===== config.mk =====
export PLATFORM = sky130hd
export DESIGN_NAME = sd_init_seq
export DESIGN_NICKNAME = d
export VERILOG_FILES = /design/src/rtl/sd_init_seq.sv
export SDC_FILE = /design/constraint.sdc
export NUM_CORES = 1
export LEC_CHECK = 0
export ABC_AREA = 1
export CELL_PAD_IN_SITES_DETAIL_PLACEMENT = 1
export CELL_PAD_IN_SITES_GLOBAL_PLACEMENT = 2
export CORE_ASPECT_RATIO = 0.5
export CORE_MARGIN = 2
export CORE_UTILIZATION = 37
export CTS_CLUSTER_SIZE = 25
export DETAILED_ROUTE_END_ITERATION = 8
export DONT_BUFFER_PORTS = 1
export GPL_ROUTABILITY_DRIVEN = 0
export HOLD_SLACK_MARGIN = 0.02
export PLACE_DENSITY_LB_ADDON = 0.1
export SYNTH_ARGS = -nofsm -noshare
export SYNTH_HDL_FRONTEND = slang
export SYNTH_SLANG_ARGS = --single-unit

===== constraint.sdc =====
create_clock -name clk -period 3.4 [get_ports clk]
set_input_delay 0.51 -clock clk [delete_from_list [all_inputs] [get_ports clk]]
set_output_delay 0.51 -clock clk [all_outputs]
set_load 0.03 [all_outputs]

===== src/rtl/sd_init_seq.sv =====
// SD card SPI-mode initialisation sequencer: dummy clocks, CMD0, optional CMD8, CMD1 or
// CMD55+ACMD41 polling, then DONE/ERROR. Define SD_CMD8_EN to include the CMD8 phase.
module sd_init_seq #(
   parameter int unsigned DUMMY_EDGES = 74,
   parameter int unsigned RETRY_MAX   = 255,
   parameter int unsigned TIMEOUT_CYC = 4096,
   parameter logic [7:0]  SLOW_DIV    = 8'hFF,
   parameter logic [7:0]  FAST_DIV    = 8'h00,
   parameter int unsigned ACMD41_MODE = 0
) (
   input  logic       clk,
   input  logic       rst,
   input  logic       restart,
   output logic [6:0] cmd,
   output logic       SDctrl_start,
   output logic       en_clk,
   output logic [7:0] div_clk,
   output logic       cs,
   input  logic       sclk_fall,
   input  logic       SDctrl_valid_status,
   input  logic [6:0] SDctrl_status,
   input  logic       SDctrl_available,
   output logic       done,
   output logic       error,
   output logic [6:0] last_status
);

   localparam int unsigned DW = $clog2(DUMMY_EDGES) + 1;
   localparam int unsigned RW = $clog2(RETRY_MAX) + 1;
   localparam int unsigned TW = $clog2(TIMEOUT_CYC) + 1;
   localparam logic [DW-1:0] DUMMY_LAST = DW'(DUMMY_EDGES);
   localparam logic [RW-1:0] RETRY_LAST = RW'(RETRY_MAX);
   localparam logic [TW-1:0] TMO_LAST   = TW'(TIMEOUT_CYC - 1);

   typedef enum logic [2:0] {
      StDummy,
      StCmd0,
`ifdef SD_CMD8_EN
      StCmd8,
`endif
      StCmd55,
      StInit,
      StDone,
      StError
   } state_e;

   typedef enum logic {PhIssue, PhResp} phase_e;

   state_e          state_q, state_d, next_cmd, init_first;
   phase_e          phase_q, phase_d;
   logic [DW-1:0]   dummy_cnt_q, dummy_cnt_d;
   logic [RW-1:0]   retry_cnt_q, retry_cnt_d;
   logic [TW-1:0]   tmo_cnt_q, tmo_cnt_d;
   logic [6:0]      last_status_q, last_status_d;
   logic            reissue, next_phase, goto_err;

   always_ff @(posedge clk) begin
      if (rst) begin
         state_q       <= StDummy;
         phase_q       <= PhIssue;
         dummy_cnt_q   <= '0;
         retry_cnt_q   <= '0;
         tmo_cnt_q     <= '0;
         last_status_q <= 7'h00;
      end else begin
         state_q       <= state_d;
         phase_q       <= phase_d;
         dummy_cnt_q   <= dummy_cnt_d;
         retry_cnt_q   <= retry_cnt_d;
         tmo_cnt_q     <= tmo_cnt_d;
         last_status_q <= last_status_d;
      end
   end

   always_comb begin
      state_d       = state_q;
      phase_d       = phase_q;
      dummy_cnt_d   = dummy_cnt_q;
      retry_cnt_d   = retry_cnt_q;
      tmo_cnt_d     = tmo_cnt_q;
      last_status_d = last_status_q;
      SDctrl_start  = 1'b0;
      reissue       = 1'b0;
      next_phase    = 1'b0;
      goto_err      = 1'b0;
      next_cmd      = state_q;
      init_first    = StInit;
      if (ACMD41_MODE != 0) init_first = StCmd55;

      case (state_q)
         StDummy: begin
            if (dummy_cnt_q == DUMMY_LAST) begin
               state_d     = StCmd0;
               phase_d     = PhIssue;
               dummy_cnt_d = '0;
               retry_cnt_d = '0;
            end else if (sclk_fall) begin
               dummy_cnt_d = dummy_cnt_q + 1'b1;
            end
         end
         StDone, StError: begin
            if (restart) begin
               state_d     = StDummy;
               phase_d     = PhIssue;
               dummy_cnt_d = '0;
               retry_cnt_d = '0;
               tmo_cnt_d   = '0;
            end
         end
         default: begin
            if (phase_q == PhIssue) begin
               tmo_cnt_d = '0;
               // Timeout window counts from the start-pulse cycle itself.
               if (SDctrl_available) begin
                  SDctrl_start = 1'b1;
                  phase_d      = PhResp;
                  tmo_cnt_d    = TW'(1);
               end
            end else if (SDctrl_valid_status) begin
               last_status_d = SDctrl_status;
               case (state_q)
                  StCmd0: begin
                     if (SDctrl_status == 7'h01) begin
                        next_phase = 1'b1;
`ifdef SD_CMD8_EN
                        next_cmd   = StCmd8;
`else
                        next_cmd   = init_first;
`endif
                     end else begin
                        reissue = 1'b1;
                     end
                  end
`ifdef SD_CMD8_EN
                  StCmd8: begin
                     if (SDctrl_status == 7'h01 || SDctrl_status == 7'h05) begin
                        next_phase = 1'b1;
                        next_cmd   = init_first;
                     end else begin
                        goto_err = 1'b1;
                     end
                  end
`endif
                  StCmd55: begin
                     if (SDctrl_status == 7'h00 || SDctrl_status == 7'h01) begin
                        state_d = StInit;
                        phase_d = PhIssue;
                     end else begin
                        goto_err = 1'b1;
                     end
                  end
                  default: begin
                     if (SDctrl_status == 7'h00) begin
                        state_d = StDone;
                        phase_d = PhIssue;
                     end else if (SDctrl_status == 7'h01) begin
                        reissue = 1'b1;
                     end else begin
                        goto_err = 1'b1;
                     end
                  end
               endcase
            end else if (tmo_cnt_q >= TMO_LAST) begin
               reissue = 1'b1;
            end else begin
               tmo_cnt_d = tmo_cnt_q + 1'b1;
            end
         end
      endcase

      if (next_phase) begin
         state_d     = next_cmd;
         phase_d     = PhIssue;
         retry_cnt_d = '0;
      end
      if (reissue) begin
         if (retry_cnt_q == RETRY_LAST) begin
            goto_err = 1'b1;
         end else begin
            retry_cnt_d = retry_cnt_q + 1'b1;
            phase_d     = PhIssue;
            // ACMD41 must always be preceded by a fresh CMD55.
            if (state_q == StInit && ACMD41_MODE != 0) state_d = StCmd55;
            else state_d = state_q;
         end
      end
      if (goto_err) begin
         state_d = StError;
         phase_d = PhIssue;
      end
   end

   always_comb begin
      cmd     = 7'h00;
      cs      = 1'b0;
      div_clk = SLOW_DIV;
      done    = 1'b0;
      error   = 1'b0;
      case (state_q)
         StDummy: cs = 1'b1;
`ifdef SD_CMD8_EN
         StCmd8:  cmd = 7'h08;
`endif
         StCmd55: cmd = 7'h37;
         StInit:  cmd = (ACMD41_MODE != 0) ? 7'h29 : 7'h01;
         StDone: begin
            done    = 1'b1;
            div_clk = FAST_DIV;
         end
         StError: begin
            error = 1'b1;
            cs    = 1'b1;
         end
         default: cmd = 7'h00;
      endcase
   end

   assign en_clk      = 1'b1;
   assign last_status = last_status_q;

endmodule


Word-level counts from Yosys, hierarchy flattened
Cells that the tools add are included.
W data, S select, Z words.
{"block": "word_totals", "ff_bits": 41, "input_bits": 13, "out_inout_bits": 27, "elab_cells": 109}
{"block": "op_classes", "n_addsub": 3, "magnitude_cmp": 1, "n_eq_ne": 14, "n_mux": 71, "bitwise": 2, "n_reduce_logical": 11}
{"cell": "$mux W13", "n": 4}
{"cell": "$mux W3", "n": 15}
{"cell": "$mux W9", "n": 5}
{"cell": "$mux W1", "n": 33}
{"cell": "$mux W8", "n": 4}
{"cell": "$pmux W13 S2", "n": 1}
{"cell": "$pmux W9 S2", "n": 1}
{"cell": "$pmux W8 S2", "n": 1}
{"cell": "$add A13 B1 Y13 const B", "n": 1}
{"cell": "$ge A13 B12 Y1 const B", "n": 1}
{"cell": "$pmux W3 S2", "n": 2}
{"cell": "$pmux W6 S2", "n": 1}
{"cell": "$add A9 B1 Y9 const B", "n": 1}
{"cell": "$eq A9 B8 Y1 const B", "n": 1}
{"cell": "$add A8 B1 Y8 const B", "n": 1}
{"cell": "$eq A8 B7 Y1 const B", "n": 1}
{"cell": "$pmux W1 S2", "n": 4}
{"cell": "$eq A7 B1 Y1 const B", "n": 1}
{"cell": "$logic_not A7 Y1", "n": 1}
{"cell": "$eq A3 B2 Y1 const B", "n": 2}
{"cell": "$eq A3 B3 Y1 const B", "n": 2}
{"cell": "$ne A3 B2 Y1 const B", "n": 2}
{"cell": "$reduce_and A3 Y1", "n": 2}
{"cell": "$reduce_or A2 Y1", "n": 3}
{"cell": "other kinds (11)", "n": 12}

Longest topological paths before layout
Gate-level depths: netlist of run 1.
{"block": "depth", "depth_word": 11, "mapped_depth": 17, "ltp_nobuf": 17}

Least setup slack after synthesis of run 1
No wires, ideal clock.
{"block": "synth_path", "kind": "register to output", "start": "register state_q[2]", "end": "output port div_clk[1]", "arrival_time_ns": 1.726, "required_time_ns": 2.890, "path_slack_ns": 1.164, "path_stages_with_launch": 7, "n_path_buf": 1, "cell_sequence": "dfxtp_1 -> inv_1 -> nor2_4 -> inv_2 -> nor2_1 -> inv_1 -> buf_4"}
{"block": "synth_between", "elab_chain_len": 2}
{"element": "from (decl)", "line_no": "49", "text": "state_e state_q, state_d, next_cmd, init_first;"}
{"element": "from (signal assigned)", "line_no": "59", "text": "state_q <= StDummy;"}
{"element": "from (signal assigned)", "line_no": "66", "text": "state_q <= state_d;"}
{"element": "$eq A3 B3 Y1", "line_no": "199", "text": "case (state_q)"}
{"element": "$mux W8", "line_no": "199"}
{"element": "to (decl)", "line_no": "17", "text": "output logic [7:0] div_clk,"}
No other way between the ends.

Final worst setup path of run 1
{"block": "layout_path", "start": "register state_q[2]", "end": "output port div_clk[2]"}
Same word-level chain as after synthesis.

==> impl_metrics.sql, run 1 <==
INSERT INTO impl_metrics (metric_group, metric, value, unit) VALUES
('status', 'status', 'finished clean', ''),
('job', 'max_capacitance_violation_total', '0', ''),
('timing', 'finClkSkew', '6.41', 'ps'),
('logic_synthesis', 'netlist_instances', '364', ''),
('critical_path', 'end_kind', 'output port', ''),
('detailed_routing', 'avgViaCountPerCell', '5.02', ''),
('logic_synthesis', 'yosys_most_used_dff', 'dfxtp_1', ''),
('cts', 'cts_tree', 'yes', ''),
('global_route', 'grt_util_all_layers', '0.188', ''),
('cts', 'cts_resized', '0', ''),
('layout', 'diodes', '0', ''),
('critical_path', 'worst-r2r-cell-count', '10', ''),
('critical_path', 'worst_ep_required_time', '2890', 'ps'),
('pwr', 'combinationalPowerShare', '0.036', ''),
('cts', 'cts_root_buf', 'clkbuf_16', ''),
('floorplanning', 'dieArea', '0.00721', 'sq mm'),
('critical_path', 'setup.worst_path.class', 'reg2out', ''),
('logic_synthesis', 'sequential_share_of_the_synthesized_area', '0.341', ''),
('cts', 'tritoncts.num_buffers', '5', ''),
('global_route', 'grt_first_pass_wirelength', '10600', 'um'),
('critical_path', 'worst-path-max-fanout', '8', ''),
('placed_design', 'io_buffer_count', '0', ''),
('placed_design', 'placedInstanceArea', '0.00242', 'sq mm'),
('pwr', 'clockPowerShare', '0.475', ''),
('critical_path', 'crit_path_max_incr_delay', '630', 'ps'),
('timing', 'layout_min_cycle_time', '2690', 'ps'),
('pwr', 'power_switching_share', '0.231', ''),
('critical_path', 'crit_path_cell_trace', 'inv_1 -> nor2_4 -> inv_2 -> nor2_1 -> inv_2', ''),
('timing', 'timing.final.hold_violations', '0', ''),
('timing', 'finalMaxSlewViolations', '0', ''),
('logic_synthesis', 'synth.ff_latch_count', '41', ''),
('critical_path', 'element_type_at_the_critical_path_start', 'flip-flop', ''),
('min_path', 'hold_class', 'in2reg', ''),
('critical_path', 'arrival_worst_endpoint', '2180', 'ps'),
('timing', 'final.setup.worst_slack', '708', 'ps'),
('logic_synthesis', 'synth.yosys.warnings', '0', ''),
('detailed_routing', 'vias', '2235', ''),
('timing', 'fmax', '371', 'MHz'),
('timing', 'hold_slack', '277', 'ps'),
('detailed_routing', 'drt.antenna.violating_nets', '0', ''),
('logic_synthesis', 'synth_async_sr_flop_share', '0', ''),
('critical_path', 'cp_slowest_cell', 'inv_2', ''),
('detailed_routing', 'pre_repair_dr_iteration_count', '4', ''),
('logic_synthesis', 'netlist_area', '0.00241', 'sq mm'),
('cts', 'clkLatencyLatePin', '290', 'ps'),
('floorplanning', 'floorplan.initialDensity', '0.389', ''),
('layout', 'final_core_util', '0.414', ''),
('critical_path', 'timing.critical_path.to', 'div_clk[2]', ''),
('global_route', 'grt.overflow.total', '0', ''),
('layout', 'final_net_count', '373', ''),
('placed_design', 'detailed_placer_s_ending_hpwl', '4810', 'um'),
('timing', 'max_slew.worst_pin.slew', '1080', 'ps'),
('floorplanning', 'fp.dieW', '118', 'um'),
('logic_synthesis', 'synthDistinctLibCells', '38', ''),
('global_route', 'antenna_violations_before_repair', '0', ''),
('placed_design', 'numPlacedInstances', '437', ''),
('logic_synthesis', 'synth_edf_count', '0', ''),
('global_route', 'grt_pass1_vias', '2178', ''),
('pwr', 'max-vdd-ir-drop', '181', 'uV'),
('detailed_routing', 'wl', '6280', 'um'),
('min_path', 'hold_depth', '1', ''),
('pwr', 'sequential_power_share', '0.489', ''),
('layout', 'finish.cell_count_without_fillers', '445', ''),
('pwr', 'cellPowerDensity', '387', 'mW/mm^2'),
('cts', 'cts-hold-fix-buffers', '0', ''),
('placed_design', 'pre_cts_ws', '1020', 'ps'),
('cts', 'path_clk_slew', '60', 'ps'),
('pwr', 'total_power', '991', 'uW'),
('pwr', 'net-switching-power', '228', 'uW'),
('critical_path', 'worst_path_most_repeated_cell', 'inv_2', ''),
('floorplanning', 'chipHeight', '61.0', 'um');
==> flip-flops by register name, indices dropped and copies added, names as in the netlist, named ones only <==
register / cells
tmo_cnt_q: 13
retry_cnt_q: 9
dummy_cnt_q: 8
last_status: 7
state_q: 2
phase_q: 1
==> routing by layer <==
layer | track usage | up-vias | routed length (um)
li1 | - | 1155 | -
met1 | 0.248 | 1048 | 3280
met2 | 0.307 | 28 | 2680
met3 | 0.0556 | 4 | 269
met4 | 0.0568 | 0 | 44
met5 | 0 | - | 0
==> synthesized netlist by cell type (2+ instances only) <==
master / n / area, sq um
nand3_2: 2 / 20.0
a21oi_1: 24 / 120
xor2_1: 4 / 35.0
nor2_2: 6 / 37.5
conb_1: 2 / 7.51
clkbuf_1: 4 / 15.0
o21ai_1: 3 / 15.0
nand2_1: 60 / 225
nor4_1: 4 / 25.0
o22ai_1: 3 / 18.8
nor3_1: 7 / 35.0
buf_4: 13 / 97.6
a31oi_1: 2 / 12.5
nand3_1: 24 / 120
a2bb2oi_1: 2 / 17.5
a211oi_1: 3 / 22.5
ha_1: 4 / 50.1
inv_2: 9 / 33.8
nand2_2: 7 / 43.8
o21ai_0: 23 / 115
nor2_1: 54 / 203
nand4_1: 4 / 25.0
inv_1: 45 / 169
dfxtp_1: 41 / 821
==> critical path, delay by kind of cell, from the launching register on <==
kind | cells | cell delay, ps
buffers and inverters | 3 | 830
and+or+nand+nor | 2 | 690
DFF | 1 | 360
==> kinds of logic (layout without fill, tap and decap cells) <==
logic type / count (synthesis) / count (layout) / share of synthesized area
flip-flops: 41 / 41 / 0.341
XOR/XNOR: 4 / 4 / 0.0146
other: 2 / 3 / 0.00312
AND/OR/NAND/NOR: 174 / 174 / 0.333
AO/OA/AOI/OAI: 66 / 66 / 0.153
buffers and inverters: 73 / 65 / 0.135
adder cells (fa/ha/maj): 4 / 4 / 0.0208
==> how the worst min path moves through the flow <==
stage,from,endpoint,slack (ps)
4_1_cts,rst,dummy_cnt_q[7],270
2_1_floorplan,tmo_cnt_q[12],tmo_cnt_q[12],420
3_5_place_dp,tmo_cnt_q[12],tmo_cnt_q[12],440
3_3_place_gp,tmo_cnt_q[12],tmo_cnt_q[12],430
6_report,rst,dummy_cnt_q[7],280
5_1_grt,rst,dummy_cnt_q[7],270
==> cell type report <==
type	instances	area [sq um]
inverters	55	206
flip-flops and latches	41	821
fillers	840	3620
clock buffers	6	129
well taps	88	110
clock inverters	2	10.0
repair buffers	2	15.0
multi-input cells	251	1270
==> power by group through the flow <==
stage               Clock, mW  Combinational, mW  Sequential, mW
global placement            0             0.0349           0.495
CTS                     0.485             0.0360           0.484
finish                  0.470             0.0360           0.484
global route            0.502             0.0406           0.484
floorplan                   0             0.0319           0.495
detailed placement          0             0.0357           0.495
Power figures use the tool's default switching activity.
==> run 2, diff against run 1 <==
--- a/config.mk
+++ b/config.mk
@@ -10,7 +10,7 @@
 export CELL_PAD_IN_SITES_GLOBAL_PLACEMENT = 2
 export CORE_ASPECT_RATIO = 0.5
 export CORE_MARGIN = 2
-export CORE_UTILIZATION = 37
+export CORE_UTILIZATION = 31
 export CTS_CLUSTER_SIZE = 25
 export DETAILED_ROUTE_END_ITERATION = 8
 export DONT_BUFFER_PORTS = 1
==> constraint.sdc (replaced) <==
create_clock -name clk -period 2.3 [get_ports clk]
set_input_delay 0.345 -clock clk [delete_from_list [all_inputs] [get_ports clk]]
set_output_delay 0.345 -clock clk [all_outputs]
set_load 0.03 [all_outputs]
==> impl_metrics.sql, run 2 (synthesis gave the netlist of run 1 again) <==
INSERT INTO impl_metrics (metric_group, metric, value, unit) VALUES
('status', 'status', 'finished clean', ''),
('pwr', 'cellPowerDensity', '588', 'mW/mm^2'),
('pwr', 'sequential_power_share', '0.458', ''),
('critical_path', 'worst_path_dominant_cell_family', 'simple AND/OR/NAND/NOR gates', ''),
('floorplanning', 'floorplan.rows', '22', ''),
('layout', 'stdcell_area', '0.00266', 'sq mm'),
('timing', 'max_slew.worst_pin.slew', '585', 'ps'),
('critical_path', 'buf_inv_on_cp', '2', ''),
('timing', 'rsz0062_at_grt', 'no', ''),
('critical_path', 'crit_path_cell_trace', 'inv_1 -> nand2_1 -> nor2_2 -> nor2_2 -> nand2_1 -> nor2_1 -> buf_4', ''),
('critical_path', 'worst_ep_required_time', '1960', 'ps'),
('global_route', 'grt_first_pass_wirelength', '11100', 'um'),
('floorplanning', 'fp.dieW', '129', 'um'),
('global_route', 'grt_util_all_layers', '0.167', ''),
('critical_path', 'setup.worst_path.class', 'reg2out', ''),
('detailed_routing', 'wire_per_inst', '14.1', 'um'),
('floorplanning', 'dieArea', '0.00853', 'sq mm'),
('global_route', 'grt.overflow.total', '0', ''),
('pwr', 'max-vdd-ir-drop', '257', 'uV'),
('timing', 'hold_slack', '123', 'ps'),
('critical_path', 'crit_path_max_incr_delay', '390', 'ps'),
('timing', 'fmax', '484', 'MHz'),
('pwr', 'clockPowerShare', '0.508', ''),
('timing', 'min_period_over_period', '0.897', ''),
('detailed_routing', 'vias', '2240', ''),
('timing', 'finalMaxSlewViolations', '0', ''),
('layout', 'largest_reg_flops', '13', ''),
('timing', 'timing.max_slew.rel_slack', '0.606', ''),
('placed_design', 'io_buffer_count', '0', ''),
('critical_path', 'cp_slowest_cell', 'dfxtp_1', ''),
('critical_path', 'end_kind', 'output port', ''),
('layout', 'final_net_count', '381', ''),
('cts', 'clkLatencyLatePin', '290', 'ps'),
('cts', 'tritoncts.num_buffers', '5', ''),
('cts', 'path_clk_slew', '60', 'ps'),
('layout', 'layout_top_registers', 'tmo_cnt_q x13, retry_cnt_q x9, dummy_cnt_q x8', ''),
('pwr', 'power_switching_share', '0.212', ''),
('cts', 'cts_max_path_buffers', '2', ''),
('cts', 'cts_tree', 'yes', ''),
('pwr', 'power.static_leakage', '1.06', 'nW'),
('cts', 'post_cts.repair.setup_buffers', '0', ''),
('global_route', 'grt_pass1_vias', '2267', ''),
('detailed_routing', 'pre_repair_dr_iteration_count', '4', ''),
('job', 'max_capacitance_violation_total', '0', ''),
('placed_design', 'placedInstanceArea', '0.00250', 'sq mm'),
('detailed_routing', 'drt.antenna.violating_nets', '0', ''),
('critical_path', 'element_type_at_the_critical_path_start', 'flip-flop', ''),
('cts', 'clkSinkCount', '41', ''),
('layout', 'post_route_cells_drive_above_1_share', '0.124', ''),
('layout', 'layout_commonest_cell', 'nand2_1', ''),
('floorplanning', 'design.portCount', '40', ''),
('placed_design', 'numPlacedInstances', '453', ''),
('timing', 'fin_setup_tns', '0', 'ps'),
('floorplanning', 'chipHeight', '66.3', 'um'),
('cts', 'cts_root_buf', 'clkbuf_16', ''),
('detailed_routing', 'drc', '0', ''),
('detailed_routing', 'wl', '6470', 'um'),
('cts', 'cts-hold-fix-buffers', '0', ''),
('pwr', 'cell_internal_power', '1.23', 'mW'),
('pwr', 'total_power', '1.56', 'mW'),
('critical_path', 'ff2ff_setup_slack', '330', 'ps'),
('timing', 'setup_viol_count_final', '0', ''),
('floorplanning', 'std_cell_core_area', '0.00743', 'sq mm'),
('global_route', 'pin_count_of_the_biggest_net_entering_global_routing', '14', ''),
('layout', 'finish.cell_count_without_fillers', '460', ''),
('layout', 'diodes', '0', ''),
('global_route', 'antenna_violations_before_repair', '0', ''),
('detailed_routing', 'drt_first_iter_violations', '98', ''),
('min_path', 'hold_class', 'in2reg', ''),
('timing', 'finClkSkew', '8.43', 'ps'),
('cts', 'clock_tree.htree_level_count', '2', ''),
('pwr', 'net-switching-power', '332', 'uW'),
('layout', 'area.growth.synth_to_final', '10.6', '%'),
('timing', 'layout_min_cycle_time', '2060', 'ps'),
('critical_path', 'worst-path-max-fanout', '6', ''),
('pwr', 'combinationalPowerShare', '0.034', ''),
('cts', 'cts_resized', '0', ''),
('floorplanning', 'floorplan.initialDensity', '0.324', ''),
('detailed_routing', 'avgViaCountPerCell', '4.87', ''),
('timing', 'timing.final.hold_violations', '0', ''),
('placed_design', 'detailed_placer_s_ending_hpwl', '5080', 'um'),
('critical_path', 'arrival_worst_endpoint', '1720', 'ps'),
('layout', 'commonest_cells_after_routing_fill_and_taps_aside', 'nand2_1 (60), nor2_1 (54), inv_1 (44), dfxtp_1 (41)', ''),
('layout', 'registers.top_by_ff_count', 'tmo_cnt_q', '');
[run 2: changes by cell type in the layout (fill, tap and decap cells not counted)]
cell	previous run	this run
buf_12	0	1
buf_4	2	9
bufinv_16	0	1
clkbuf_1	1	0
clkinv_2	2	1
[run 2: final timing paths]
| check | end | cells after the start | start |
|---|---|---|---|
| setup reg to reg | tmo_cnt_q[7] | 11 | tmo_cnt_q[0] |
| setup / recovery | SDctrl_start | 7 | state_q[0] |
| hold / removal | tmo_cnt_q[1] | 1 | rst |
| hold reg to reg | tmo_cnt_q[12] | 2 | tmo_cnt_q[12] |
[run 2: area by class of cell]
class / instances / area, sq um
Fill cell: 961 / 4770
Multi-Input combinational cell: 251 / 1270
Sequential cell: 41 / 821
Inverter: 55 / 206
Clock buffer: 5 / 125
Tap cell: 96 / 120
Timing Repair Buffer: 10 / 87.6
Clock inverter: 2 / 35.0
[run 2: power by group through the flow]
stage               logic [mW]  registers [mW]  clock network, mW
floorplan               0.0472           0.731                  0
global placement        0.0525           0.732                  0
detailed placement      0.0536           0.732                  0
CTS                     0.0540           0.716              0.823
global route            0.0615           0.716              0.852
finish                  0.0534           0.716              0.795
[run 2: stage by stage]
stage,setup WS [ps],util
after floorplan,229,-
after global placement,363,0.337
after detailed placement,323,0.337
after CTS,253,0.358
after global routing,22.7,0.358
final,236,0.358
[run 2: worst reg2reg max path, stage by stage (launching register included)]
cell and delay (ps):
dfxtp_1 340, ha_1 240, nand2_2 140, nor2_1 70, nand3_1 80, nand3_1 110
nand2_1 70, nand2_1 120, o21ai_1 290, inv_1 170, o31ai_1 120, a2bb2oi_1 100
[run 2: routing by layer]
| metal | share of wire | global-route usage | vias up |
|---|---|---|---|
| met5 | 0 | 0 | - |
| met4 | 0.0091 | 0.0408 | 0 |
| met3 | 0.038 | 0.0502 | 7 |
| met2 | 0.42 | 0.261 | 23 |
| met1 | 0.54 | 0.226 | 1039 |
| li1 | - | - | 1171 |
==> run 3, diff against run 2 <==
--- a/config.mk
+++ b/config.mk
@@ -10,13 +10,14 @@
 export CELL_PAD_IN_SITES_GLOBAL_PLACEMENT = 2
 export CORE_ASPECT_RATIO = 0.5
 export CORE_MARGIN = 2
-export CORE_UTILIZATION = 31
+export CORE_UTILIZATION = 34
 export CTS_CLUSTER_SIZE = 25
 export DETAILED_ROUTE_END_ITERATION = 8
 export DONT_BUFFER_PORTS = 1
 export GPL_ROUTABILITY_DRIVEN = 0
 export HOLD_SLACK_MARGIN = 0.02
 export PLACE_DENSITY_LB_ADDON = 0.1
+export REMOVE_ABC_BUFFERS = 1
 export SYNTH_ARGS = -nofsm -noshare
 export SYNTH_HDL_FRONTEND = slang
 export SYNTH_SLANG_ARGS = --single-unit
==> constraint.sdc (replaced) <==
create_clock -name clk -period 2.1 [get_ports clk]
set_input_delay 0.315 -clock clk [delete_from_list [all_inputs] [get_ports clk]]
set_output_delay 0.315 -clock clk [all_outputs]
set_load 0.03 [all_outputs]
==> impl_metrics.sql, run 3 (synthesis gave the netlist of run 1 again) <==
INSERT INTO impl_metrics (metric_group, metric, value, unit) VALUES
('status', 'status', 'finished clean', ''),
('placed_design', 'io_buffer_count', '0', ''),
('job', 'max_capacitance_violation_total', '0', ''),
('floorplanning', 'floorplan.initialDensity', '0.355', ''),
('timing', 'min_period_over_period', '0.904', ''),
('cts', 'clkSinkCount', '41', ''),
('layout', 'final_net_count', '388', ''),
('layout', 'layout_top_registers', 'tmo_cnt_q x13, retry_cnt_q x9, dummy_cnt_q x8', ''),
('critical_path', 'ff2ff_setup_slack', '200', 'ps'),
('floorplanning', 'std_cell_core_area', '0.00678', 'sq mm'),
('pwr', 'max-vdd-ir-drop', '267', 'uV'),
('global_route', 'grt_util_all_layers', '0.188', ''),
('layout', 'layout.filler_cells', '892', ''),
('detailed_routing', 'vias', '2296', ''),
('critical_path', 'setup.worst_path.class', 'reg2reg', ''),
('layout', 'post_route_cells_drive_above_1_share', '0.172', ''),
('placed_design', 'pre_cts_ws', '107', 'ps'),
('global_route', 'antenna_violations_before_repair', '0', ''),
('timing', 'finClkSkew', '4.62', 'ps'),
('timing', 'max_slew.worst_pin.slew', '544', 'ps'),
('layout', 'largest_reg_flops', '13', ''),
('floorplanning', 'chipHeight', '63.5', 'um'),
('critical_path', 'timing.critical_path.to', 'dummy_cnt_q[5]', ''),
('floorplanning', 'floorplan.rows', '21', ''),
('global_route', 'grt_pass1_vias', '2328', ''),
('layout', 'area.growth.synth_to_final', '14.8', '%'),
('critical_path', 'worst-r2r-cell-count', '11', ''),
('layout', 'diodes', '0', ''),
('floorplanning', 'fp.dieW', '123', 'um'),
('critical_path', 'worst-path-max-fanout', '9', ''),
('pwr', 'power.static_leakage', '1.09', 'nW'),
('detailed_routing', 'drt_first_iter_violations', '116', ''),
('layout', 'final-seq-area', '823', 'sq um'),
('critical_path', 'worstReg2RegStart', 'state_q[2]', ''),
('timing', 'final.setup.worst_slack', '201', 'ps'),
('detailed_routing', 'wire_per_inst', '14.2', 'um'),
('critical_path', 'arrival_worst_endpoint', '2130', 'ps'),
('critical_path', 'element_type_at_the_critical_path_start', 'flip-flop', ''),
('detailed_routing', 'drt.antenna.violating_nets', '0', ''),
('detailed_routing', 'pre_repair_dr_iteration_count', '4', ''),
('cts', 'cts_tree', 'yes', ''),
('global_route', 'pin_count_of_the_biggest_net_entering_global_routing', '16', ''),
('critical_path', 'critical_path.reg2reg.endpoint', 'dummy_cnt_q[5]', ''),
('cts', 'clkLatencyLatePin', '290', 'ps'),
('timing', 'finalMaxSlewViolations', '0', ''),
('pwr', 'cellPowerDensity', '642', 'mW/mm^2'),
('layout', 'multiInputGateArea', '0.00131', 'sq mm'),
('detailed_routing', 'avgViaCountPerCell', '4.95', ''),
('placed_design', 'detailed_placer_s_ending_hpwl', '5070', 'um'),
('cts', 'cts_root_buf', 'clkbuf_16', ''),
('layout', 'commonest_cells_after_routing_fill_and_taps_aside', 'nand2_1 (58), nor2_1 (48), inv_1 (43), dfxtp_1 (39)', ''),
('global_route', 'grt_first_pass_wirelength', '11300', 'um'),
('cts', 'cts_max_path_buffers', '2', ''),
('timing', 'setup_viol_count_final', '0', ''),
('cts', 'tritoncts.num_buffers', '5', ''),
('detailed_routing', 'drc', '0', ''),
('critical_path', 'worst_ep_required_time', '2330', 'ps'),
('min_path', 'worst_hold_startpoint', 'rst', ''),
('timing', 'layout_min_cycle_time', '1900', 'ps'),
('floorplanning', 'dieArea', '0.00781', 'sq mm'),
('timing', 'hold_slack', '86.5', 'ps'),
('detailed_routing', 'wl', '6600', 'um'),
('layout', 'layout_commonest_cell', 'nand2_1', ''),
('timing', 'fmax', '527', 'MHz'),
('global_route', 'grt.overflow.total', '0', ''),
('critical_path', 'end_kind', 'flip-flop', ''),
('min_path', 'hold_class', 'in2reg', ''),
('timing', 'timing.max_slew.rel_slack', '0.633', ''),
('cts', 'path_clk_slew', '60', 'ps'),
('layout', 'registers.top_by_ff_count', 'tmo_cnt_q', ''),
('critical_path', 'worstSetupStartpoint', 'state_q[2]', ''),
('floorplanning', 'design.portCount', '40', ''),
('timing', 'timing.final.hold_violations', '0', ''),
('cts', 'clock_tree.htree_level_count', '2', '');
## run 3: layer usage
| layer | vias to the layer above | routed length [um] | GRT usage |
|---|---|---|---|
| li1 | 1177 | - | - |
| met1 | 1086 | 3500 | 0.265 |
| met2 | 26 | 2810 | 0.281 |
| met3 | 7 | 205 | 0.0471 |
| met4 | 0 | 80 | 0.0554 |
| met5 | - | 0 | 0 |
## run 3: worst min-delay path by stage
stage	depth (start not counted)	slack [ps]	end
after floorplan	1	380	dummy_cnt_q[6]
after global placement	1	390	dummy_cnt_q[6]
after detailed placement	1	390	retry_cnt_q[2]
after CTS	1	80	retry_cnt_q[2]
after global routing	1	80	tmo_cnt_q[1]
final	1	90	retry_cnt_q[2]
## run 3: critical path: stages (launching register included)
cell and delay [ps]:
dfxtp_1 320, inv_1 140, nand2_1 120, nor2_2 260
nor2_4 80, inv_2 130, nand2_1 80, nor2_2 200
inv_2 130, nor4_1 220, a21oi_1 70, nor2_1 80
## run 3: metrics by stage
stage	util	std cells	cell area (sq um)	TNS, ps	power (mW)
after detailed placement	0.374	454	2530	0	0.861
after global placement	0.374	454	2530	0	0.860
after global routing	0.408	464	2760	-0.726	1.84
final	0.408	464	2760	0	1.77
after CTS	0.399	462	2710	0	1.80
after floorplan	-	347	2290	-2920	0.844
## run 3: cell type report
cell class	instances	share of cell area
Clock buffer	7	0.0516
Clock inverter	1	0.0109
Inverter	55	0.0747
Multi-Input combinational cell	251	0.473
Sequential cell	41	0.298
Tap cell	92	0.0416
Timing Repair Buffer	17	0.0507
## run 3: repair_timing
| action | 4_1_cts | 5_1_grt |
|---|---|---|
| setup buffers | 0 | 2 |
| endpoints found under the setup margin | 0 | 15 |
| hold buffers | 0 | 0 |
| gates resized for setup | 0 | 15 |
## run 3: report_power, final
| part | switching, mW | internal [mW] | total [mW] | leakage, nW |
|---|---|---|---|---|
| registers | 0.00337 | 0.781 | 0.784 | 0.332 |
| logic | 0.0421 | 0.0180 | 0.0601 | 0.677 |
| clock network | 0.335 | 0.595 | 0.930 | 0.0841 |
